### src/rtl/karatsuba_split_dispatch_104bit.sv
`default_nettype none
// ============================================================================
//  Module   : karatsuba_split_dispatch_104bit
//  Purpose  : Front end of the 104-bit Karatsuba GF(2) multiplier. Splits two
//             N-bit binary polynomials into halves, issues the lo/hi/mid
//             sub-products to a shared sub-multiplier, collects the results
//             in issue order and presents (P_lo, P_mid^P_lo^P_hi, P_hi) to
//             the overlap/recombine stage.
//  Options  : KS_ZERO_BYPASS_EN - a zero operand skips the sub-multiplier and
//             produces an all-zero triple directly.
//  Revision : 1.0 - initial release
// ============================================================================
module karatsuba_split_dispatch_104bit #(
  parameter int N = 104
) (
  input  logic             clk,
  input  logic             rst,
  input  logic             in_valid,
  output logic             in_ready,
  input  logic [N-1:0]     in_a,
  input  logic [N-1:0]     in_b,
  output logic             mul_valid,
  input  logic             mul_ready,
  output logic [N/2-1:0]   mul_a,
  output logic [N/2-1:0]   mul_b,
  output logic [1:0]       mul_tag,
  input  logic             res_valid,
  input  logic [1:0]       res_tag,
  input  logic [N-2:0]     res_data,
  output logic             out_valid,
  input  logic             out_ready,
  output logic [N-2:0]     out_lo,
  output logic [N-2:0]     out_mid,
  output logic [N-2:0]     out_hi,
  output logic             err
);

  localparam int H  = N / 2;
  localparam int RW = 2 * H - 1;

  // S_ZERO is only reachable when the zero bypass is compiled in
  typedef enum logic [1:0] {
    S_IDLE = 2'd0,
    S_RUN  = 2'd1,
    S_DONE = 2'd2,
    S_ZERO = 2'd3
  } state_t;

  state_t          r_state;
  logic            r_in_ready;
  logic            r_mul_valid;
  logic [H-1:0]    r_mul_a;
  logic [H-1:0]    r_mul_b;
  logic [1:0]      r_mul_tag;
  logic [1:0]      r_issue_cnt;
  logic [1:0]      r_res_cnt;
  logic [H-1:0]    r_a_hi;
  logic [H-1:0]    r_b_hi;
  logic [H-1:0]    r_a_m;
  logic [H-1:0]    r_b_m;
  logic [RW-1:0]   r_p_lo;
  logic [RW-1:0]   r_p_hi;
  logic            r_out_valid;
  logic [RW-1:0]   r_out_lo;
  logic [RW-1:0]   r_out_mid;
  logic [RW-1:0]   r_out_hi;
  logic            r_err;

  logic [H-1:0]    w_a_lo;
  logic [H-1:0]    w_a_hi;
  logic [H-1:0]    w_b_lo;
  logic [H-1:0]    w_b_hi;
  logic            w_accept;
  logic            w_mul_fire;

  assign w_a_lo     = in_a[H-1:0];
  assign w_a_hi     = in_a[N-1:H];
  assign w_b_lo     = in_b[H-1:0];
  assign w_b_hi     = in_b[N-1:H];
  assign w_accept   = in_valid & r_in_ready;
  assign w_mul_fire = r_mul_valid & mul_ready;

`ifdef KS_ZERO_BYPASS_EN
  logic            w_zero_op;
  assign w_zero_op  = (in_a == '0) | (in_b == '0);
`endif

  // Control FSM: accept, issue three sub-products, collect in order, present triple
  always_ff @(posedge clk) begin
    if (rst) begin
      r_state     <= S_IDLE;
      r_in_ready  <= 1'b1;
      r_mul_valid <= 1'b0;
      r_mul_a     <= '0;
      r_mul_b     <= '0;
      r_mul_tag   <= 2'd0;
      r_issue_cnt <= 2'd0;
      r_res_cnt   <= 2'd0;
      r_a_hi      <= '0;
      r_b_hi      <= '0;
      r_a_m       <= '0;
      r_b_m       <= '0;
      r_p_lo      <= '0;
      r_p_hi      <= '0;
      r_out_valid <= 1'b0;
      r_out_lo    <= '0;
      r_out_mid   <= '0;
      r_out_hi    <= '0;
      r_err       <= 1'b0;
    end else begin
      case (r_state)
        S_IDLE: begin
          if (w_accept) begin
            r_a_hi      <= w_a_hi;
            r_b_hi      <= w_b_hi;
            r_a_m       <= w_a_lo ^ w_a_hi;
            r_b_m       <= w_b_lo ^ w_b_hi;
            r_issue_cnt <= 2'd0;
            r_res_cnt   <= 2'd0;
            r_in_ready  <= 1'b0;
`ifdef KS_ZERO_BYPASS_EN
            if (w_zero_op) begin
              r_state <= S_ZERO;
            end else begin
              r_state     <= S_RUN;
              r_mul_valid <= 1'b1;
              r_mul_a     <= w_a_lo;
              r_mul_b     <= w_b_lo;
              r_mul_tag   <= 2'd0;
            end
`else
            r_state     <= S_RUN;
            r_mul_valid <= 1'b1;
            r_mul_a     <= w_a_lo;
            r_mul_b     <= w_b_lo;
            r_mul_tag   <= 2'd0;
`endif
          end
        end
        S_RUN: begin
          // Issue side: the lo request is preloaded at accept, hi and mid follow
          if (w_mul_fire) begin
            r_issue_cnt <= r_issue_cnt + 2'd1;
            case (r_issue_cnt)
              2'd0: begin
                r_mul_a   <= r_a_hi;
                r_mul_b   <= r_b_hi;
                r_mul_tag <= 2'd1;
              end
              2'd1: begin
                r_mul_a   <= r_a_m;
                r_mul_b   <= r_b_m;
                r_mul_tag <= 2'd2;
              end
              default: r_mul_valid <= 1'b0;
            endcase
          end
          // Collect side: slot chosen by arrival order, tag only cross-checked
          if (res_valid) begin
            if (res_tag != r_res_cnt) begin
              r_err <= 1'b1;
            end
            r_res_cnt <= r_res_cnt + 2'd1;
            case (r_res_cnt)
              2'd0: r_p_lo <= res_data;
              2'd1: r_p_hi <= res_data;
              default: begin
                r_out_lo    <= r_p_lo;
                r_out_hi    <= r_p_hi;
                r_out_mid   <= res_data ^ r_p_lo ^ r_p_hi;
                r_out_valid <= 1'b1;
                r_mul_valid <= 1'b0;
                r_state     <= S_DONE;
              end
            endcase
          end
        end
        S_DONE: begin
          if (out_ready) begin
            r_out_valid <= 1'b0;
            r_in_ready  <= 1'b1;
            r_state     <= S_IDLE;
          end
        end
        default: begin
`ifdef KS_ZERO_BYPASS_EN
          r_out_lo    <= '0;
          r_out_mid   <= '0;
          r_out_hi    <= '0;
          r_out_valid <= 1'b1;
          r_state     <= S_DONE;
`else
          r_in_ready  <= 1'b1;
          r_state     <= S_IDLE;
`endif
        end
      endcase
    end
  end

  assign in_ready  = r_in_ready;
  assign mul_valid = r_mul_valid;
  assign mul_a     = r_mul_a;
  assign mul_b     = r_mul_b;
  assign mul_tag   = r_mul_tag;
  assign out_valid = r_out_valid;
  assign out_lo    = r_out_lo;
  assign out_mid   = r_out_mid;
  assign out_hi    = r_out_hi;
  assign err       = r_err;

endmodule
`default_nettype wire

### config.mk
export PLATFORM = sky130hd
export DESIGN_NAME = karatsuba_split_dispatch_104bit
export DESIGN_NICKNAME = d
export VERILOG_FILES = /design/src/rtl/karatsuba_split_dispatch_104bit.sv
export SDC_FILE = /design/constraint.sdc
export NUM_CORES = 2
export LEC_CHECK = 0
export CAP_MARGIN = 20
export CORE_ASPECT_RATIO = 0.5
export CORE_MARGIN = 2
export CORE_UTILIZATION = 40
export CTS_CLUSTER_SIZE = 40
export DETAILED_ROUTE_END_ITERATION = 10
export PLACE_DENSITY = 0.65
export SLEW_MARGIN = 20
export SYNTH_ARGS = -nofsm -noshare
export SYNTH_HDL_FRONTEND = slang
export SYNTH_SLANG_ARGS = --single-unit
### constraint.sdc
create_clock -name clk -period 2.2 [get_ports clk]
set_input_delay 0.55 -clock clk [delete_from_list [all_inputs] [get_ports clk]]
set_output_delay 0.55 -clock clk [all_outputs]
set_load 0.03 [all_outputs]
* Word-level counts from Yosys, hierarchy flattened
Cells that the tools add are included.
Word-level totals: flip-flop bits (word level) 839
Cells by class: $add $sub $neg 2, eq/ne operators 11, mux-type cells 34, bitwise logic cells 8, reduce and logical (&&, ||, !) cells 19
Operators with widths (number):
- $pmux 52 s2 | 4
- $mux 52 | 4
- $xor 103x103->103 | 2
- $xor 52x52->52 | 2
- $reduce_and 3->1 | 7
- $mux 2 | 8
- $pmux 2 s2 | 4
- $reduce_and 4->1 | 3
- $mux 1 | 10
- $ne 2x2->1 const B | 5
- $eq 2x1->1 const B | 3
- $logic_not 2->1 | 3
- $pmux 2 s3 | 1
- $add 2x1->2 const B | 2
- $pmux 1 s2 | 2
- $reduce_and 2->1 | 2
- $reduce_bool 2->1 | 2
- $reduce_or 2->1 | 2
- $ne 3x1->1 const B | 1
- $pmux 1 s3 | 1
- $and 1x1->1 | 2
- $eq 2x2->1 const B | 1
- $ne 2x2->1 | 1
- $not 1->1 | 2

* Logic depth before layout (Yosys ltp)
word-level depth 7, gate-level depth with buffers 8, mapped depth without buffers 5

* Worst setup path after synthesis
Ideal clock, no wire load.
path type register to register, start register r_res_cnt[0], end register r_out_mid[42], in the netlist out_mid[42], data arrival time 1.658 ns, setup slack 0.408 ns, stages on the path, launching flop included 9, period minus slack after synthesis 1.792 ns, cell sequence dfxtp_1 inv_1 ha_1 or2_1 buf_2 nor2_4 buf_4 clkbuf_1 o22ai_1
Between the ends: longest elaborated chain between the ends 4
RTL lines:
- start: declaration | line 56 | logic [1:0] r_res_cnt;
- start signal: assignment | line 163 | r_res_cnt <= r_res_cnt + 2'd1;
- $eq 2x1->1 / $logic_not 2->1 (equally long branches) | line 164 | case (r_res_cnt)
- $reduce_or 2->1 (no source line) *
- $not 1->1 (no source line) *
- $reduce_and 3->1 (no source line) *
- end signal: assignment | line 170 | r_out_mid <= res_data ^ r_p_lo ^ r_p_hi;
- end: declaration | line 65 | logic [RW-1:0] r_out_mid;
Mark *: on every way between the ends. The rest lies on a longest branch, timed or not. A chain may end at the register's enable or synchronous reset.

* Worst setup path after layout
start register r_mul_valid, in the netlist mul_valid, end output port mul_valid
RTL lines:
- start: declaration | line 51 | logic r_mul_valid;
- start signal: assignment | line 93 | r_mul_valid <= 1'b0;
- start signal: assignment | line 133 | r_mul_valid <= 1'b1;
- start signal: assignment | line 155 | default: r_mul_valid <= 1'b0;
- end: declaration | line 22 | output logic mul_valid,
No word-level cell between the ends.

==> metrics.cfg <==
[worst_setup_path]
crit_chain = dlygate4sd2_1
crit_type = flop to output port
cp_max_fo = 5
cp-start-kind = flop
required_ns = 1.65
cp_slowest_cell = dlygate4sd2_1
path_delay_family = buffers and inverters
cp.arrival_ns = 1.56
crit_buf_inv = 1
endpoint_kind = output port
cpPeakStageDelay_ns = 0.51

[finish]
multi_input_area_mm2 = 0.0161
seqCellArea_mm2 = 0.0168
drive_gt1_share_pct = 6.11
syn_to_final_growth_pct = 32.7
fin_cells = 5905
nFillCells = 7974
fin_nets = 4977
utilization_pct = 53.5

[grt]
grt_max_degree = 177
antenna_found_initial = 20
track_usage_pct = 26.3
grt_pass1_vias = 30500
grt_pass1_wl_um = 184000
overflow = 0

[routing]
first_pass_iters = 7
via_count = 32500
viasPerCell = 5.50
wl_um = 123000
drtIter0Drc = 2721
ant_nets = 0
route.detailed.drc = 0
wl_per_cell_um = 20.8

[timing]
period_needed_ns = 2.11
totalNegativeSetupSlack_ns = 0
tightest_slew_ns = 0.945
skew_ns = 0.0249
finalHoldViolCount = 0
max_freq_ghz = 0.474
maxSlewHeadroom_pct = 37.0
whs_ns = 0.146
rsz0062_at_grt = false
finalSetupViolations = 0
slew_violations = 0
post-route-period-util_pct = 95.9

[job]
drv_cap = 0

[cts]
clockRootBuffer = clkbuf_16
cts_tree = yes
clk_pin_slew_ns = 0.06
numCtsBuffers = 78
cts_sinks = 839
clk_latency_ns = 0.67
hold_buffers = 0
clk_path_buf_depth = 3
h-tree-depth = 3

[floorplanning]
dieArea_mm2 = 0.0890
io_pins = 738
die_w_um = 420
core_area_mm2 = 0.0859
rows = 76
chipHeight_um = 212
start_util_pct = 40.3

[placement]
dp.cells = 5743
hpwl_um = 81300
gp_congestion = 0.893
numPortBuffers = 737

[yosys]
synth_cell_types = 40
synth_seq_cells = 839
ys_seq_area_share_pct = 48.6
netlist_instances = 4105
synth_area_mm2 = 0.0346
yosys_most_used_dff = dfxtp_1
ys.warnings.count = 0
syn-mean-instance-area_um2 = 8.43
async_reset_ff_share_pct = 0
syn_nets = 4428
synth_edf_count = 0

[min_path]
min_path_type = input port to flop

[power]
p_leak_nw = 17.5
power_mw = 35.4
power.density_mw_per_mm2 = 771
ir_worst_vdd_uv = 577

[outcome]
status = finished clean

## registers in the layout, indices dropped and copies added (netlist names), 103 cells and up
name	cells
out_hi	103
out_lo	103
out_mid	103
r_p_hi	103
r_p_lo	103
## cells in the mapped netlist, drive strengths merged, types with 2 or more instances
master   count  area share, %
dfxtp      839             49
nand2      728            7.9
a21oi      525            7.6
o21ai      311            4.5
clkbuf     250            2.7
nand3      211            3.1
a211oi     209            4.5
xnor2      209            5.3
buf        156            2.5
nor2       110            1.2
nor2b      106            1.9
o2111ai    104            2.6
o31ai      104            2.3
o22ai      103            1.9
xor2       103            2.6
inv          7          0.076
ha           4           0.14
and4b        3          0.087
nand4b       3          0.076
o211ai       3          0.065
o21a         3          0.065
nor4bb       2          0.058
## layout make-up
cell class	count	area share (%)
Clock inverter	32	0.872
Sequential cell	839	36.6
Timing Repair Buffer	874	19.2
Antenna cell	21	0.114
Inverter	8	0.0818
Multi-Input combinational cell	2853	35.0
Clock buffer	108	4.98
Tap cell	1170	3.19
## cell usage in the layout (no fill, tap or decap), types with 4 or more instances in the layout
cell type,count
clkdlybuf4s50_1,317
dlygate4sd2_1,418
a211oi_1,209
o22ai_1,103
clkinv_2,14
bufinv_16,8
xor2_1,103
o31ai_1,104
o2111ai_1,104
diode_2,21
o21ai_0,307
dfxtp_1,839
inv_1,7
clkinvlp_4,4
nor2_1,107
clkbuf_16,80
clkbuf_1,10
clkbuf_8,18
buf_4,65
nand2_1,728
buf_12,71
xnor2_1,209
nor2b_1,105
a21oi_1,525
nand3_1,210
o21ai_1,4
## per-stage QoR
step                      setup WS (ns)  cell area [um^2]
after CTS                       0.00706             45800
after detailed placement         -0.124             43700
after global placement          -0.0508             43700
after floorplan                   0.408             34600
after global routing             0.0296             45900
final                            0.0912             45900
## layer usage
| layer | track usage (%) | wire length [um] |
|---|---|---|
| met4 | 16.1 | 7530 |
| met5 | 0 | 0 |
| met1 | 31.7 | 49100 |
| met2 | 44.7 | 60700 |
| met3 | 3.58 | 5310 |
## report_power, final
group          internal [mW]  switching (mW)  leakage (nW)
Combinational           1.96            2.86          9.39
Clock                   8.24            6.16          1.32
Sequential              15.8           0.390          6.81
Total                   26.0            9.41          17.5
## worst paths after layout
path                              startpoint          end  slack (ns)  depth (start not counted)
worst max-delay path               mul_valid    mul_valid        0.09                          1
worst min-delay path                     rst  out_lo[102]        0.15                          2
worst max register to register  r_res_cnt[0]   out_hi[48]        0.18                          6
worst min register to register    r_b_hi[29]   r_b_hi[29]        0.45                          2
## cell families (layout without fill, tap and decap cells)
logic type,Yosys count,after routing,share of synthesized area (%)
compound gates,1366,1366,23.6
simple gates,1170,1171,14.5
flops,839,839,48.6
buf+inv,414,1022,5.31
xor+xnor,312,312,7.90
fa+ha+maj,4,4,0.145
other cells,0,21,0
## timing repair
item | 4_1_cts | 5_1_grt
setup buffers | 0 | 0
resized for setup | 420 | 4
cloned | 0 | 1
endpoints found under the setup margin | 419 | 2
Note: power is estimated with default switching activity, not from simulation.
